### config.mk
export PLATFORM = sky130hd
export DESIGN_NAME = servo_spi_master
export DESIGN_NICKNAME = d
export VERILOG_FILES = /design/src/rtl/servo_spi_master.sv
export SDC_FILE = /design/constraint.sdc
export NUM_CORES = 1
export LEC_CHECK = 0
export BUFFER_PORTS_ARGS = -buffer_cell sky130_fd_sc_hd__buf_2
export CORE_MARGIN = 3
export CORE_UTILIZATION = 25
export DETAILED_ROUTE_END_ITERATION = 6
export GPL_ROUTABILITY_DRIVEN = 0
export PLACE_DENSITY = 0.46
export SETUP_SLACK_MARGIN = 0.15
export SLEW_MARGIN = 30
export SYNTH_ARGS = -nofsm -noshare
export SYNTH_HDL_FRONTEND = slang
export SYNTH_SLANG_ARGS = --single-unit
### constraint.sdc
create_clock -name clk -period 2.7 [get_ports clk]
set_input_delay 0.135 -clock clk [delete_from_list [all_inputs] [get_ports clk]]
set_output_delay 0.135 -clock clk [all_outputs]
set_load 0.03 [all_outputs]
### src/rtl/servo_spi_master.sv
// SPI mode-0 master that sends two-byte servo frames ({2'b00,num} then pos, MSB first)
// and returns the MISO byte clocked in during the second byte.
module servo_spi_master #(
    parameter int CLK_DIV    = 4,
    parameter int GAP_CYCLES = 8
) (
    input  logic       clk,
    input  logic       rst_n,
    input  logic [5:0] cmd_num,
    input  logic [7:0] cmd_pos,
    input  logic       cmd_valid,
    output logic       cmd_ready,
    output logic       done,
    output logic [7:0] rx_data,
    output logic       spi_ss,
    output logic       spi_sck,
    output logic       spi_mosi,
    input  logic       spi_miso
);

    localparam int DIV_W = $clog2(CLK_DIV);
    localparam int GAP_W = $clog2(GAP_CYCLES + 1);

    localparam logic [DIV_W-1:0] DIV_MAX = DIV_W'(CLK_DIV - 1);
    localparam logic [DIV_W-1:0] DIV_ONE = DIV_W'(1);
    localparam logic [GAP_W-1:0] GAP_MAX = GAP_W'(GAP_CYCLES);
    localparam logic [GAP_W-1:0] GAP_ONE = GAP_W'(1);

    localparam logic [2:0] ST_IDLE  = 3'd0;
    localparam logic [2:0] ST_SETUP = 3'd1;
    localparam logic [2:0] ST_SHIFT = 3'd2;
    localparam logic [2:0] ST_HOLD  = 3'd3;
    localparam logic [2:0] ST_GAP   = 3'd4;

    logic [2:0]       state_q, state_d;
    logic [DIV_W-1:0] div_q, div_d;
    logic [4:0]       bit_q, bit_d;
    logic [GAP_W-1:0] gap_q, gap_d;
    logic [15:0]      shift_q, shift_d;
    logic [7:0]       rx_shift_q, rx_shift_d;
    logic [7:0]       rx_data_q, rx_data_d;
    logic             done_q, done_d;
    logic             ss_q, ss_d;
    logic             sck_q, sck_d;
    logic             mosi_q, mosi_d;
    logic [4:0]       next_bit;

    always_comb begin
        state_d    = state_q;
        div_d      = div_q;
        bit_d      = bit_q;
        gap_d      = gap_q;
        shift_d    = shift_q;
        rx_shift_d = rx_shift_q;
        rx_data_d  = rx_data_q;
        done_d     = 1'b0;
        ss_d       = ss_q;
        sck_d      = sck_q;
        mosi_d     = mosi_q;
        next_bit   = bit_q + 5'd1;

        case (state_q)
            ST_IDLE: begin
                if (cmd_valid) begin
                    state_d = ST_SETUP;
                    shift_d = {2'b00, cmd_num, cmd_pos};
                    mosi_d  = 1'b0;
                    ss_d    = 1'b0;
                    sck_d   = 1'b0;
                    div_d   = '0;
                    bit_d   = '0;
                end
            end
            ST_SETUP: begin
                if (div_q == DIV_MAX) begin
                    state_d = ST_SHIFT;
                    div_d   = '0;
                    sck_d   = 1'b1;
                end else begin
                    div_d = div_q + DIV_ONE;
                end
            end
            ST_SHIFT: begin
                if (div_q != DIV_MAX) begin
                    div_d = div_q + DIV_ONE;
                end else begin
                    div_d = '0;
                    if (sck_q) begin
                        // The last bit stays on MOSI through HOLD, so no advance after bit 15.
                        sck_d = 1'b0;
                        if (bit_q != 5'd15) begin
                            shift_d = {shift_q[14:0], 1'b0};
                            mosi_d  = shift_q[14];
                        end
                    end else if (bit_q == 5'd15) begin
                        state_d = ST_HOLD;
                    end else begin
                        bit_d = next_bit;
                        sck_d = 1'b1;
                        if (next_bit[3]) begin
                            rx_shift_d = {rx_shift_q[6:0], spi_miso};
                        end
                    end
                end
            end
            ST_HOLD: begin
                if (div_q == DIV_MAX) begin
                    state_d = ST_GAP;
                    div_d   = '0;
                    gap_d   = '0;
                    ss_d    = 1'b1;
                    mosi_d  = 1'b0;
                end else begin
                    div_d = div_q + DIV_ONE;
                end
            end
            ST_GAP: begin
                // First GAP cycle publishes the result, then GAP_CYCLES more before IDLE.
                if (gap_q == '0) begin
                    done_d    = 1'b1;
                    rx_data_d = rx_shift_q;
                end
                if (gap_q == GAP_MAX) begin
                    state_d = ST_IDLE;
                end else begin
                    gap_d = gap_q + GAP_ONE;
                end
            end
            default: begin
                state_d = ST_IDLE;
                ss_d    = 1'b1;
                sck_d   = 1'b0;
                mosi_d  = 1'b0;
            end
        endcase
    end

    always_ff @(posedge clk) begin
        if (!rst_n) begin
            state_q    <= ST_IDLE;
            div_q      <= '0;
            bit_q      <= '0;
            gap_q      <= '0;
            shift_q    <= '0;
            rx_shift_q <= '0;
            rx_data_q  <= '0;
            done_q     <= 1'b0;
            ss_q       <= 1'b1;
            sck_q      <= 1'b0;
            mosi_q     <= 1'b0;
        end else begin
            state_q    <= state_d;
            div_q      <= div_d;
            bit_q      <= bit_d;
            gap_q      <= gap_d;
            shift_q    <= shift_d;
            rx_shift_q <= rx_shift_d;
            rx_data_q  <= rx_data_d;
            done_q     <= done_d;
            ss_q       <= ss_d;
            sck_q      <= sck_d;
            mosi_q     <= mosi_d;
        end
    end

    assign cmd_ready = (state_q == ST_IDLE);
    assign done      = done_q;
    assign rx_data   = rx_data_q;
    assign spi_ss    = ss_q;
    assign spi_sck   = sck_q;
    assign spi_mosi  = mosi_q;

endmodule

## Word level (Yosys, flattened, before mapping)

Cells that the tools add are included.

| operators by class | value |
|---|---|
| add/sub/neg operators | 3 |
| eq/ne operators | 20 |
| muxes and demuxes | 38 |
| bitwise gates (word level) | 6 |
| reduce and logical (&&, ||, !) cells | 20 |

Operators by type and width:

| cell | count |
|---|---|
| 15-bit two-way mux | 4 |
| 15-bit one-hot mux with 2 select lines | 1 |
| 2-bit != test, second input constant | 12 |
| 3-bit two-way mux | 7 |
| 5-bit two-way mux | 4 |
| 3-bit one-hot mux with 5 select lines | 1 |
| 5-bit AND reduction | 3 |
| 1-bit two-way mux | 10 |
| 5-bit one-hot mux with 2 select lines | 1 |
| 4-bit two-way mux | 2 |
| 1-bit one-hot mux with 4 select lines | 2 |
| 4-bit one-hot mux with 2 select lines | 1 |
| 7-bit AND reduction | 1 |
| 3-bit by 2-bit equality test with 1-bit output, second input constant | 2 |
| 2-bit two-way mux | 3 |
| 1-bit inverter | 6 |
| 2-bit one-hot mux with 3 select lines | 1 |
| 2-bit AND reduction | 3 |
| 3-bit AND reduction | 2 |
| 6-bit AND reduction | 1 |
| 2-bit OR reduction | 3 |
| 5-bit by 1-bit adder with 5-bit output, second input constant | 1 |
| 5-bit by 4-bit equality test with 1-bit output, second input constant | 1 |
| 5-bit by 4-bit != test with 1-bit output, second input constant | 1 |
| other kinds (13) | 14 |

| storage, ports and cells | value |
|---|---|
| flip-flop bits (word level) | 49 |
| word-level logic and storage cells | 98 |

## Longest topological paths before layout

Gate-level depths: netlist (run 1).

| logic depth | value |
|---|---|
| depth after elaboration | 5 |
| depth in mapped cells | 8 |
| mapped depth without buffers | 7 |

## Least setup slack after synthesis (run 1)

OpenSTA, ideal clock, no wires.

| timing path | value |
|---|---|
| kind | register -> register |
| start | register bit_q[0] |
| end | register rx_shift_q[0] |
| data arrival time | 1.782 ns |
| data required time | 2.628 ns |
| path slack | 0.846 ns |
| stages on the path, launching flop included | 8 |
| path through | dfxtp_1 > ha_1 > and3_1 > ha_1 > and4bb_2 > nand2_1 > nor2_4 > mux2i_1 |

| on the way | value |
|---|---|
| longest elaborated chain between the ends | 3 |

Ends and longest elaborated chain:

| what | line | source |
|---|---|---|
| from (decl) | 37 | `logic [4:0] bit_q, bit_d;` |
| from (signal assigned) | 154 | `bit_q <= bit_d;` |
| parallel branches: the longest is 2 deep, another holds 5-bit by 1-bit adder with 5-bit output | - |  |
| 5-bit AND reduction (no source line) * | - |  |
| to (signal assigned) | 157 | `rx_shift_q <= rx_shift_d;` |
| to (decl) | 40 | `logic [7:0] rx_shift_q, rx_shift_d;` |

Every way passes the cells marked *.
A chain may end at the register's enable or synchronous reset.

## Worst setup path in the final report (run 1)

| timing path | value |
|---|---|
| start | register bit_q[1] |
| end | register shift_q[1] |

| on the way | value |
|---|---|
| longest elaborated chain between the ends | 3 |

Ends and longest elaborated chain:

| what | line | source |
|---|---|---|
| 5-bit by 4-bit != test with 1-bit output | 91 | `if (bit_q != 5'd15) begin` |
| 2-bit != test (no source line) | - |  |
| 5-bit AND reduction (no source line) | - |  |
| to (signal assigned) | 156 | `shift_q <= shift_d;` |
| to (decl) | 39 | `logic [15:0] shift_q, shift_d;` |

Every way passes these cells.

==> results by group, run 1 <==
Floorplanning
  – Die height: 101.3 um
  – IO Count: 31
  – Placement Rows: 34
  – Initial core utilization: 25.90%
  – Chip width: 101.3 um
  – Core area: 0.008763 mm2
  – Die footprint: 0.01026 mm2

Status
  – Status: finished, final reports clean

Final layout
  – Util after Layout: 29.23%
  – Nets: 286
  – Fillers: 935
  – Area Growth Syn to Fin: 12.84%
  – Antenna Cells: 0
  – Layout cells sized above 1: 19.70%

Critical path
  – CP max-delay cell: dfxtp_1
  – Crit path cell chain: ha_1, and3_1, ha_1, nand4b_1, a21boi_2, buf_4, nor2_1, a211oi_1
  – CP startpoint kind: flop
  – Data arrival, critical path: 2.28 ns
  – Crit path largest cell delay: 0.34 ns
  – CP most frequent cell: ha_1
  – Crit Path Max Fanout: 30
  – CP required: 2.93 ns
  – Kind of end point of the critical path: flop
  – Critical setup path kind: flop to flop

Power and ir drop
  – Leakage dissipation: 0.9742 nW
  – Pwr Density: 513.9 mW/mm2
  – Tot Pwr: 1.316 mW
  – Max VDD drop: 233.7 uV

Yosys
  – Seq cells post-synth: 49
  – Post-synthesis sequential area ratio: 43.22%
  – Yosys warns: 0
  – Cell Area, Synth: 0.002270 mm2
  – Library cells used by synthesis: 49
  – Synth top area share: 43.22%
  – Yosys top cell by area: dfxtp_1
  – Synth Net Count: 261
  – Post-synth ARST share: 0%
  – Synth area leaders: dfxtp_1, mux2i_1, nor2_1
  – Post-synth EDFFs: 0
  – Synth Area per Inst: 9.536 um2
  – Synth Flop Type: dfxtp_1
  – Cells after Synth: 238

Timing
  – Fin. Hold Viols: 0
  – Setup repair after global routing missed its margin: no
  – Fmax: 485.9 MHz
  – Setup Viol. Count Final: 0
  – Relative slew slack: 50.44%
  – Fin Setup TNS: 0 ns
  – Slew Limit Fails: 0
  – Worst Max-Slew Pin Slew: 0.7423 ns
  – Period utilization: 76.22%
  – Min Clock Period, post-route: 2.058 ns
  – Fin Clk Skew: 0.01194 ns

Job
  – Max-Cap Viols: 0

Placed design
  – IO Port Bufs: 30
  – DP HPWL: 3072 um

Global routing
  – Antenna violations before repair: 0
  – Largest net degree at the start of global routing: 31
  – First-pass GRT wire length: 7790 um
  – GR Overflow Total: 0
  – GR Util All Layers: 9.471%
  – Vias in the first global route: 1,597

Clock tree
  – Worst-Skew Late Latency: 0.31 ns
  – Post_cts resized: 0
  – Max clock buf depth: 2
  – CTS tree: built
  – Cts hold-fix bufs: 0
  – Root Buffer: clkbuf_8
  – Sink Count: 49
  – H-tree depth: 2
  – Clk slew on worst S/H paths: 0.10 ns
  – Num CTS Buffers: 5
  – Post-CTS Setup Repair Bufs: 0

Route
  – Routed Wire Length: 4526 um
  – Initial DRC Count: 80
  – Routed length per placed instance: 12.17 um
  – Vias per cell: 4.567
  – Number of routed nets with antenna violations: 0
  – Post-route DRC: 0
  – Total number of vias: 1,699
  – Pre-antenna DRT Iters: 4

Worst hold path
  – HP Class: input pin to flop
[layer usage]
metal	track usage [%]	part of all wire [%]
met1	13.29	52
met4	3.681	1.8
met2	13.68	43
met3	2.686	3.1
met5	0	0
[worst paths after layout]
check	cells past startpoint	slack, ns	end	from
setup / recovery	8	0.64	shift_q[1]	bit_q[1]
hold / removal	3	0.1	shift_q[0]	cmd_pos[0]
setup reg to reg	8	0.64	shift_q[1]	bit_q[1]
hold reg to reg	2	0.47	shift_q[14]	shift_q[13]
[Yosys cell counts, types with 3 or more instances]
cell type / count
a211oi_1: 11
a21oi_1: 12
buf_2: 6
clkbuf_1: 4
dfxtp_1: 49
ha_1: 5
inv_1: 5
mux2i_1: 30
nand2_1: 21
nand2b_1: 5
nand3_1: 7
nand3b_1: 3
nor2_1: 29
nor2b_1: 3
nor3_1: 3
o21ai_0: 5
[cell families (layout without fill, tap and decap cells)]
kind of cell / count (synthesis) / count (layout) / synth area share [%]
fa+ha+maj: 5 / 5 / 2.756
xor+xnor: 2 / 2 / 0.7719
compound gates: 45 / 45 / 13.78
flops: 49 / 49 / 43.22
buf+inv: 21 / 47 / 5.843
mux: 31 / 31 / 13.73
simple gates: 85 / 85 / 19.90
[flip-flops by register name (all words and copies together), names as in the netlist]
signal and cells:
rx_shift_q 8, gap_q 4, spi_sck 1, rx_data 8, done 1, shift_q 15
spi_mosi 1, state_q 3, bit_q 5, spi_ss 1, div_q 2
[where the power goes]
| group | internal, mW | switching, mW |
|---|---|---|
| combinational | 0.0439 | 0.0613 |
| clock | 0.185 | 0.268 |
| sequential | 0.744 | 0.0150 |
[worst max-delay path, delay by kind of cell (launching register included)]
kind	cells	cell delay, ns
buffers and inverters	1	0.30
flip-flops	1	0.34
AND/OR/NAND/NOR	3	0.51
adder cells (fa/ha/maj)	2	0.42
AO/OA/AOI/OAI	2	0.41
[per-stage QoR]
stage	cells	hold slack (ns)	worst slack [ns]	area, um2
finish	372	0.09725	0.6421	2561
global route	372	0.09191	0.4506	2561
CTS	372	0.08067	0.6298	2561
detailed placement	364	0.4161	0.6667	2471
global placement	364	0.3963	0.6795	2471
floorplan	238	0.2773	0.8459	2270
[layout by cell type (no fill, tap or decap), types with 3 or more instances in the layout]
master / Yosys / final
nand3_1: 7 / 7
nand2_1: 21 / 21
buf_4: 1 / 3
nor2_1: 29 / 29
nand3b_1: 3 / 3
mux2i_1: 30 / 30
nand2b_1: 5 / 5
o21ai_0: 5 / 5
buf_2: 6 / 30
ha_1: 5 / 5
nor3_1: 3 / 3
nor2b_1: 3 / 3
a211oi_1: 11 / 11
inv_1: 5 / 5
dfxtp_1: 49 / 49
a21oi_1: 12 / 12
clkbuf_8: 0 / 5
[final cells by class]
cell class	count	area (um2)	share of cell area, %
sequential	49	980.9	38.30
timing repair buffer	33	172.7	6.742
inverter	6	22.52	0.8793
tap	108	135.1	5.276
clock buffer	5	68.82	2.687
clock inverter	3	21.27	0.8305
multi-input combinational	168	1160	45.29
Power figures use the tool's default switching activity.
==> run 2, diff against run 1 <==
Clock period 2.7 ns to 2 ns, I/O delays scaled along.
==> run 2 against run 1 <==
  * Maximum frequency increased by 7.3%
  * Power increased by 47%
  * Via count increased by 7.8%
  * Sequential share of layout area decreased by 5.2 points
  * Critical endpoint is now shift_q[14]
  * Critical path depth increased by 1
  * Global-route usage increased by 0.86 points
  * Setup slack got worse by 0.56 ns
  * Final area increased by 16%
==> results by group, run 2 (synthesized netlist as in run 1, its figures left out) <==
Timing
  – Worst Max-Slew Pin Slew: 0.5096 ns
  – Fin Setup TNS: 0 ns
  – Fmax: 521.5 MHz
  – Period utilization: 95.89%
  – Min Clock Period, post-route: 1.918 ns
  – Fin Hold WS: 0.05561 ns
  – Fin. Hold Viols: 0
  – Setup repair after global routing missed its margin: yes
  – Fin Clk Skew: 0.009288 ns
  – Relative slew slack: 65.98%
  – Slew Limit Fails: 0
  – Setup Viol. Count Final: 0

Route
  – Initial DRC Count: 82
  – Vias per cell: 4.650
  – Total number of vias: 1,832
  – Routed Wire Length: 4919 um
  – Pre-antenna DRT Iters: 4
  – Number of routed nets with antenna violations: 0
  – Post-route DRC: 0
  – Routed length per placed instance: 12.48 um

Critical path
  – R2R setup slack: 0.08 ns
  – Register-to-Register Path Depth: 9
  – Data arrival, critical path: 2.13 ns
  – Crit Path Max Fanout: 8
  – CP startpoint kind: flop
  – Launching point of the worst reg2reg path: bit_q[1]
  – Critical setup path kind: flop to flop
  – CP required: 2.21 ns
  – Kind of end point of the critical path: flop
  – Reg-to-Reg End: shift_q[14]

Final layout
  – Area Growth Syn to Fin: 31.26%
  – Util after Layout: 33.99%
  – Most common cell after layout, fill and taps aside: dfxtp_1
  – Commonest non-fill, non-tap cells in the layout: dfxtp_1, mux2i_1, buf_2
  – Antenna Cells: 0
  – Largest register FFs: 15
  – Most flops, register: shift_q
  – Final Non-Filler Cells: 394
  – Layout cells sized above 1: 30.77%
  – Nets: 308

Placed design
  – DP HPWL: 3123 um
  – IO Port Bufs: 30
  – Placed instance count: 369

Power and ir drop
  – Switch share: 23.51%
  – Combinational fraction of design power: 10.5%
  – Pwr Density: 649.2 mW/mm2
  – Max VDD drop: 334.9 uV
  – Reg power frac: 53.0%
  – Sw Pwr: 0.4547 mW
  – Tot Pwr: 1.934 mW
  – Pint: 1.479 mW
  – Leakage dissipation: 1.159 nW
  – Clk pwr share: 36.6%

Floorplanning
  – Die footprint: 0.01026 mm2
  – Chip width: 101.3 um
  – Die height: 101.3 um
  – Core area: 0.008763 mm2
  – Initial core utilization: 25.90%
  – Placement Rows: 34
  – IO Count: 31

Clock tree
  – Sink Count: 49
  – Cts hold-fix bufs: 0
  – H-tree depth: 2
  – CTS tree: built
  – Num CTS Buffers: 5
  – Worst-Skew Late Latency: 0.31 ns
  – Clk slew on worst S/H paths: 0.09 ns
  – Root Buffer: clkbuf_8
  – Max clock buf depth: 2

Global routing
  – GR Overflow Total: 0
  – First-pass GRT wire length: 8576 um
  – GR Util All Layers: 10.33%
  – Vias in the first global route: 1,802
  – Largest net degree at the start of global routing: 26
  – Antenna violations before repair: 0

Worst hold path
  – HP Class: input pin to flop
  – WHS Path Cells: 3
  – Worst Hold Path EP: rx_shift_q[0]
  – Min-delay src: spi_miso

Job
  – Max-Cap Viols: 0

Status
  – Status: finished, final reports clean
run 2: changes by cell type in the layout (fill, tap and decap cells not counted), sizes merged:
cell and change:
buf +21, bufinv +1, clkbuf +2, clkinvlp -1, inv -1
run 2: critical path: stages (launching register included):
cell and delay, ns:
dfxtp_4 0.37, ha_4 0.15, and3_4 0.18, ha_4 0.16, nand4b_1 0.24, a21boi_4 0.29
buf_6 0.16, buf_16 0.12, nand2b_4 0.12, a21oi_2 0.04
run 2: power by group through the flow:
stage / combinational [mW] / clock (mW) / sequential (mW)
after floorplan: 0.106 / 0 / 1.04
after detailed placement: 0.153 / 0 / 1.05
after global routing: 0.224 / 0.777 / 1.03
after CTS: 0.195 / 0.737 / 1.02
after global placement: 0.151 / 0 / 1.05
final: 0.202 / 0.707 / 1.02
run 2: what timing repair did:
| item | CTS | global route |
|---|---|---|
| buffers inserted | 8 | 5 |
| pin swaps | 9 | 11 |
| endpoints found under the setup margin | 27 | 24 |
| gates cloned | 3 | 1 |
| gates resized for setup | 16 | 13 |
run 2: layout make-up:
| type | count | area, um2 |
|---|---|---|
| timing repair buffer | 55 | 467.9 |
| clock buffer | 6 | 72.57 |
| sequential | 49 | 985.9 |
| tap | 108 | 135.1 |
| inverter | 6 | 22.52 |
| multi-input combinational | 168 | 1256 |
| clock inverter | 2 | 38.79 |
| fill | 895 | 5784 |
run 2: through the flow:
step                setup WS [ns]  area (um2)
floorplan                  0.1709        2270
global placement          0.04659        2534
detailed placement      -0.005051        2534
CTS                        0.1247        2861
global route              0.01089        2979
finish                    0.08227        2979
run 2: worst max-delay path by stage:
stage	startpoint	slack, ns	end	cells past startpoint
after floorplan	bit_q[0]	0.17	rx_shift_q[0]	7
after global placement	bit_q[0]	0.05	rx_shift_q[1]	7
after detailed placement	bit_q[0]	-0.005	rx_shift_q[0]	7
after CTS	bit_q[1]	0.12	shift_q[14]	9
after global routing	bit_q[1]	0.01	shift_q[14]	9
final	bit_q[1]	0.08	shift_q[14]	9
run 2: per-layer routing:
layer,global-route usage [%],part of all wire [%]
met1,13.19,47
met2,17.10,49
met3,2.342,2.3
met4,3.579,1.9
met5,0,0
